--- src/rtl/ttt_pkg.sv ---
// Shared board definitions for the 3x3 tic-tac-toe datapath: cell count,
// cell-index width and cursor wrap helpers used by the input stage,
// the cell decoder and the board-state logic.
package ttt_pkg;

    localparam int N_CELLS = 9;
    localparam int CELL_W  = 4;

    typedef logic [CELL_W-1:0] pos_t;

    // Step forward with wrap by comparison; indices above last are never produced.
    function automatic pos_t pos_inc(input pos_t p, input int n_cells);
        return (p == pos_t'(n_cells - 1)) ? pos_t'(0) : p + pos_t'(1);
    endfunction

    // Step backward with wrap by comparison.
    function automatic pos_t pos_dec(input pos_t p, input int n_cells);
        return (p == pos_t'(0)) ? pos_t'(n_cells - 1) : p - pos_t'(1);
    endfunction

endpackage

--- src/rtl/selector_posicion_debouncer.sv ---
// Push-button conditioner: 2-FF synchronizer, counter debouncer and a
// registered rising-edge detector that yields a one-cycle press pulse.
module debouncer #(
    parameter int DEBOUNCE_CYCLES = 500000
) (
    input  logic clk,
    input  logic rst,
    input  logic raw,
    output logic press
);

    localparam int CNT_W = (DEBOUNCE_CYCLES > 1) ? $clog2(DEBOUNCE_CYCLES) : 1;
    localparam logic [CNT_W-1:0] CNT_LAST = CNT_W'(DEBOUNCE_CYCLES - 1);

    logic             sync1_q, sync2_q;
    logic             level_q, level_d;
    logic             level_dly_q;
    logic             press_q, press_d;
    logic [CNT_W-1:0] cnt_q, cnt_d;

    // Debounce: any return to the accepted level restarts the stability count.
    always_comb begin
        level_d = level_q;
        cnt_d   = '0;
        if (sync2_q != level_q) begin
            if (cnt_q == CNT_LAST) begin
                level_d = ~level_q;
            end else begin
                cnt_d = cnt_q + CNT_W'(1);
            end
        end
        press_d = level_q & ~level_dly_q;
    end

    // State registers; reset discards any partially debounced press.
    always_ff @(posedge clk or posedge rst) begin
        if (rst) begin
            sync1_q     <= 1'b0;
            sync2_q     <= 1'b0;
            level_q     <= 1'b0;
            level_dly_q <= 1'b0;
            press_q     <= 1'b0;
            cnt_q       <= '0;
        end else begin
            sync1_q     <= raw;
            sync2_q     <= sync1_q;
            level_q     <= level_d;
            level_dly_q <= level_q;
            press_q     <= press_d;
            cnt_q       <= cnt_d;
        end
    end

    assign press = press_q;

endmodule

--- src/rtl/selector_posicion.sv ---
// Board cursor: conditions next/prev/select buttons, moves a cursor over
// the cells with wrap, and strobes the chosen cell or flags a select on
// an occupied cell.
module selector_posicion
    import ttt_pkg::*;
#(
    parameter int DEBOUNCE_CYCLES = 500000,
    parameter int N_CELLS         = 9
) (
    input  logic              clk,
    input  logic              rst,
    input  logic              btn_next,
    input  logic              btn_prev,
    input  logic              btn_sel,
    input  logic [N_CELLS-1:0] occupied,
    output logic [CELL_W-1:0] posicion_output,
    output logic              sel_valid,
    output logic              sel_rejected
);

    localparam int BTN_NEXT = 0;
    localparam int BTN_PREV = 1;
    localparam int BTN_SEL  = 2;

    logic [2:0] raw_btn;
    logic [2:0] press;

    pos_t cursor_q, cursor_d;
    logic valid_q, valid_d;
    logic rej_q, rej_d;

    assign raw_btn = {btn_sel, btn_prev, btn_next};

    // One identical conditioner per button.
    for (genvar gi = 0; gi < 3; gi++) begin : g_btn
        debouncer #(
            .DEBOUNCE_CYCLES(DEBOUNCE_CYCLES)
        ) u_debouncer (
            .clk  (clk),
            .rst  (rst),
            .raw  (raw_btn[gi]),
            .press(press[gi])
        );
    end

    // Select wins over moves; opposing moves in the same cycle cancel.
    always_comb begin
        cursor_d = cursor_q;
        valid_d  = 1'b0;
        rej_d    = 1'b0;
        if (press[BTN_SEL]) begin
            valid_d = ~occupied[cursor_q];
            rej_d   = occupied[cursor_q];
        end else if (press[BTN_NEXT] && !press[BTN_PREV]) begin
            cursor_d = pos_inc(cursor_q, N_CELLS);
        end else if (press[BTN_PREV] && !press[BTN_NEXT]) begin
            cursor_d = pos_dec(cursor_q, N_CELLS);
        end
    end

    // Cursor and strobe registers.
    always_ff @(posedge clk or posedge rst) begin
        if (rst) begin
            cursor_q <= '0;
            valid_q  <= 1'b0;
            rej_q    <= 1'b0;
        end else begin
            cursor_q <= cursor_d;
            valid_q  <= valid_d;
            rej_q    <= rej_d;
        end
    end

    assign posicion_output = cursor_q;
    assign sel_valid       = valid_q;
    assign sel_rejected    = rej_q;

endmodule

--- config.mk ---
export PLATFORM = sky130hd
export DESIGN_NAME = selector_posicion
export DESIGN_NICKNAME = d
export VERILOG_FILES = /design/src/rtl/ttt_pkg.sv /design/src/rtl/selector_posicion_debouncer.sv /design/src/rtl/selector_posicion.sv
export SDC_FILE = /design/constraint.sdc
export NUM_CORES = 1
export LEC_CHECK = 0
export CORE_UTILIZATION = 60
export DETAILED_ROUTE_END_ITERATION = 10
export GPL_TIMING_DRIVEN = 0
export PLACE_DENSITY = 0.8
export SLEW_MARGIN = 25
export SYNTH_ARGS = -nofsm -noshare
export SYNTH_HDL_FRONTEND = slang
export SYNTH_SLANG_ARGS = --single-unit
--- constraint.sdc ---
create_clock -name clk -period 3.6 [get_ports clk]
set_clock_uncertainty 0.1 [all_clocks]
set_input_delay 0.9 -clock clk [delete_from_list [all_inputs] [get_ports clk]]
set_output_delay 0.9 -clock clk [all_outputs]
set_load 0.03 [all_outputs]
Word-level counts from Yosys, hierarchy flattened
Index checks and enable logic that the tools add are counted.
{"block": "word_totals", "regBits": 78}
{"block": "op_classes", "n_addsub": 5, "n_lt_le_gt_ge": 1, "n_eq_ne": 7, "n_mux": 14, "n_bitwise": 11, "n_reduce_logical": 10}
{"op": "19-bit two-way mux", "count": 6}
{"op": "19-bit by 1-bit adder with 19-bit output, second input constant", "count": 3}
{"op": "19-bit == test, second input constant", "count": 3}
{"op": "4-bit two-way mux", "count": 4}
{"op": "1-bit NOT", "count": 8}
{"op": "2-bit AND reduction", "count": 4}
{"op": "4-bit by 5-bit < comparator with 1-bit output, second input constant", "count": 1}
{"op": "4-bit by 1-bit adder with 4-bit output, second input constant", "count": 1}
{"op": "1-bit binary-select mux with 4-bit select", "count": 1}
{"op": "4-bit == test, second input constant", "count": 1}
{"op": "4-bit logical NOT", "count": 1}
{"op": "4-bit by 1-bit subtractor with 4-bit output, second input constant", "count": 1}
{"op": "1-bit bitwise AND", "count": 3}
{"op": "1-bit two-way mux", "count": 3}
{"op": "1-bit != test", "count": 3}
{"op": "1-bit logical AND", "count": 2}
{"op": "1-bit logical NOT", "count": 2}
{"op": "2-bit nonzero test", "count": 1}

Longest topological paths before layout
{"block": "logic_depth", "depth_word": 4, "mapped_depth": 7}

Modules after synthesis
From an unflattened synthesis, not the netlist that was laid out.
{"block": "hier_totals", "hier_cells": 377, "hier_area_um2": 3958.8}
{"module": "debouncer", "n_inst": 3, "cells_each": 106, "area_each_um2": 1147.4, "seq_area_each_um2": 600.6}
{"module": "selector_posicion", "n_inst": 1, "cells_each": 59, "area_each_um2": 516.7, "seq_area_each_um2": 150.1}

Least setup slack after synthesis
Ideal clock, no wire load.
{"block": "synth_path", "path_type": "reg2reg", "from": "register g_btn[1].u_debouncer.cnt_q[0]", "to": "register g_btn[1].u_debouncer.cnt_q[10]", "setup_time_ns": 0.121, "arrival_time_ns": 1.813, "setup_slack_ns": 1.566, "stages_incl_launch_ff": 8, "n_path_buf": 2, "synth_period_minus_slack_ns": 2.034, "path_cell_list": "dfrtp_1 ha_1 and4_1 clkbuf_1 nand4_1 o21ai_1 buf_2 nor2_1"}
{"block": "synth_via", "elab_chain_len": 3, "elab_cells_between_ends": 4, "cone_classes": "add/sub (1); eq/ne (1); mux (2)"}
{"element": "start: declaration", "line": "selector_posicion_debouncer.sv:19", "source": "logic [CNT_W-1:0] cnt_q, cnt_d;"}
{"element": "start signal: assignment", "line": "selector_posicion_debouncer.sv:50", "source": "cnt_q <= cnt_d;"}
{"element": "19-bit by 1-bit adder with 19-bit output or 19-bit == test (tied branches)", "line": "selector_posicion_debouncer.sv:29, selector_posicion_debouncer.sv:26"}
{"element": "19-bit two-way mux (*)", "line": "selector_posicion_debouncer.sv:26", "source": "if (cnt_q == CNT_LAST) begin"}
{"element": "19-bit two-way mux (*)", "line": "selector_posicion_debouncer.sv:25", "source": "if (sync2_q != level_q) begin"}
{"element": "named net g_btn[1].u_debouncer.cnt_d[10]", "line": "selector_posicion_debouncer.sv:19"}
The timed path passes the listed nets; every way through them passes the cells marked *.
A chain may end at the register's enable or synchronous reset.

Final worst setup path
{"block": "layout_path", "from": "register cursor_q[1], in the netlist posicion_output[1]", "to": "output port posicion_output[1]"}
{"element": "start: declaration", "line": "selector_posicion.sv:28", "source": "pos_t cursor_q, cursor_d;"}
{"element": "start signal: assignment", "line": "selector_posicion.sv:68", "source": "cursor_q <= cursor_d;"}
{"element": "end: declaration", "line": "selector_posicion.sv:16", "source": "output logic [CELL_W-1:0] posicion_output,"}
No word-level cell between the ends.

==> impl_metrics.env <==
export IMPL_cap_violations=0
export IMPL_grt_antenna_before_repair=0
export IMPL_clk_pin_slew_worst_paths_ns=0.07
export IMPL_wl_met1_um=3220
export IMPL_fmaxAchievable_ghz=0.392
export IMPL_crit_buf_inv=1
export IMPL_core_area_um2=6030
export IMPL_cts_tree="done"
export IMPL_h_tree_depth=3
export IMPL_drc=0
export IMPL_crit_chain="clkdlybuf4s50_1"
export IMPL_grt_usage_pct=24.2
export IMPL_critPathTopFamily="buffers and inverters"
export IMPL_first_pass_iters=4
export IMPL_syn_avg_cell_area_um2=10.0
export IMPL_grt_setup_unrepaired="false"
export IMPL_ir_drop_mv=0.360
export IMPL_post_cts_buffers=0
export IMPL_r2r_start="g_btn[1].u_debouncer.cnt_q[0]"
export IMPL_clockBufferDepth=2
export IMPL_antenna_left=0
export IMPL_fillerInstances=446
export IMPL_drive_gt1_share_pct=8.65
export IMPL_synth_cells=382
export IMPL_ys_seq_area_share_pct=51.1
export IMPL_gp_congestion=0.841
export IMPL_r2r_slack_ns=1.08
export IMPL_fin_cells=491
export IMPL_die_w_um=81.8
export IMPL_cp_required_ns=2.60
export IMPL_worst_pin_slew_ns=0.649
export IMPL_clock_sinks=78
export IMPL_wl_per_cell_um=14.5
export IMPL_finalHoldViolations=0
export IMPL_fin_ws_ns=1.05
export IMPL_numCtsBuffers=9
export IMPL_fin_crit_sh_pct=70.9
export IMPL_drt_total_wl_um=7120
export IMPL_synthDistinctLibCells=48
export IMPL_r2r_cells=7
export IMPL_synth_area_leaders="dfrtp_1, xor2_1, nor2_1"
export IMPL_cp_slowest_cell="clkdlybuf4s50_1"
export IMPL_async_flop_share_pct=100
export IMPL_overflow=0
export IMPL_cp_max_fo=9
export IMPL_hold_start="g_btn[0].u_debouncer.sync1_q"
export IMPL_area_growth_pct=13.9
export IMPL_first_iter_violations=111
export IMPL_boundaryPins=20
export IMPL_synthesis_nets=402
export IMPL_rows=28
export IMPL_hp_class="flop to flop"
export IMPL_place_ws_ns=1.06
export IMPL_grt_first_pass_wirelength_um=12200
export IMPL_min_to="g_btn[0].u_debouncer.sync2_q"
export IMPL_cp_end_kind="primary output"
export IMPL_hold_depth=0
export IMPL_arrival_ns=1.55
export IMPL_power_density_nw_per_um2=394
export IMPL_cts_repair_resized=0
export IMPL_topRoutingLayerUsed="met4"
export IMPL_clkLatencyLatePin_ns=0.34
export IMPL_start_util_pct=63.4
export IMPL_die_y_um=81.8
export IMPL_fin_total_pwr_uw=1710
export IMPL_crit_type="flop to primary output"
export IMPL_dp_cells=477
export IMPL_nets=433
export IMPL_yosys_warnings=0
export IMPL_synth_flop_cell="dfrtp_1"
export IMPL_dieArea_um2=6690
export IMPL_setup_viol=0
export IMPL_power_leakage_uw=0.00177
export IMPL_root_buffer="clkbuf_8"
export IMPL_crit_path_start_kind="flop"
export IMPL_synth_area_um2=3820
export IMPL_cp_depth=1
export IMPL_portBuffers=19
export IMPL_final_min_clock_period_ns=2.55
export IMPL_avgViaCountPerCell=5.95
export IMPL_synth_top_cell_area_share_pct=51.1
export IMPL_relSlewSlack_pct=56.4
export IMPL_synth_edff_count=0
export IMPL_layout_commonest_cell="dfrtp_1"
export IMPL_hold_ws_ns=0.251
export IMPL_num_antenna_cells=0
export IMPL_grt_pass1_vias=2838
export IMPL_slew_violations=0
export IMPL_via_count=2919
export IMPL_dr_wl_met3_um=345
export IMPL_cts_hold_buf=0
export IMPL_status="completed"
export IMPL_ys_ff_latch=78
export IMPL_hpwl_um=4810
export IMPL_grt_max_degree=41
export IMPL_dr_wl_met2_um=3440
export IMPL_yosys_area_top_type="dfrtp_1"
export IMPL_critPathMaxStageDelay_ns=0.72
export IMPL_mostFrequentLayoutCells="dfrtp_1, nor2_1, nand2_1"
export IMPL_regToRegEndpoint="g_btn[1].u_debouncer.cnt_q[7]"
-- state kept, by name (all words and copies together), names as in the netlist --
name and count:
sel_valid 1, g_btn.u_debouncer.sync1_q 3, g_btn.u_debouncer.press 3, g_btn.u_debouncer.level_dly_q 3, g_btn.u_debouncer.cnt_q 57, posicion_output 4
g_btn.u_debouncer.sync2_q 3, g_btn.u_debouncer.level_q 3, sel_rejected 1
-- cells by family after synthesis --
logic type / Yosys count / share of synthesized area [%]
and+or+nand+nor: 174 / 25.0
DFF: 78 / 51.1
AOI/OAI and AO/OA: 56 / 8.87
xor gates and xnor gates: 37 / 8.48
buffers and inverters: 25 / 2.65
muxes: 6 / 2.00
adders and majority gates: 6 / 1.96
-- metrics by stage --
stage | utilization, % | area (um2) | TNS (ns)
detailed placement | 68.5 | 4130 | 0
global route | 72.2 | 4350 | 0
floorplan | - | 3820 | 0
CTS | 72.2 | 4350 | 0
global placement | 68.1 | 4110 | -39.89
finish | 72.2 | 4350 | 0
-- routing by layer --
metal / global-route usage [%] / up-vias
li1: - / 1428
met5: 0 / -
met1: 31.5 / 1391
met4: 10.7 / 0
met3: 4.33 / 15
met2: 39.6 / 85
-- how the worst max path moves through the flow --
stage | start | slack [ns] | end
6_report | posicion_output[1] | 1.05 | posicion_output[1]
5_1_grt | g_btn[1].u_debouncer.cnt_q[0] | 0.84 | g_btn[1].u_debouncer.cnt_q[7]
4_1_cts | posicion_output[1] | 1.04 | posicion_output[1]
3_5_place_dp | occupied[2] | 1.06 | sel_valid
3_3_place_gp | rst | -0.51 | g_btn[0].u_debouncer.cnt_q[14]
2_1_floorplan | rst | 0.60 | g_btn[0].u_debouncer.cnt_q[0]
-- area by class of cell --
class,count,area (um2),share of cell area (%)
timing repair buffer,20,210,4.83
multi-input combinational,279,1770,40.6
clock buffer,9,124,2.85
sequential,78,1950,44.9
clock inverter,5,100,2.30
buffer,13,56.3,1.29
inverter,12,47.5,1.09
tap,75,93.8,2.16
-- synthesized netlist by cell type, types with 2 or more instances --
cell type,instances
mux2_2,3
inv_1,12
nand2_1,26
nor2b_1,6
o31ai_1,9
xor2_1,21
nor4_1,7
o21ai_2,2
xnor2_1,16
a21oi_1,23
buf_2,3
nor3b_1,2
mux2i_1,2
or4b_2,3
or4_1,7
and4_1,9
nand4_1,14
o41ai_1,2
or3_1,7
nor2_1,47
o21ai_0,12
nor3_1,3
a211oi_1,2
and2_1,7
dfrtp_1,78
clkbuf_1,9
nor4bb_1,2
nand3b_1,2
nand3_1,22
ha_1,6
-- power by group --
group,internal [uW],leakage (uW),switching [uW]
Clock,450,0.000115,300
Sequential,887,0.00107,10.2
Combinational,27.1,0.000588,38.7
Total,1360,0.00177,348
Note: power is estimated with default switching activity, not from simulation.
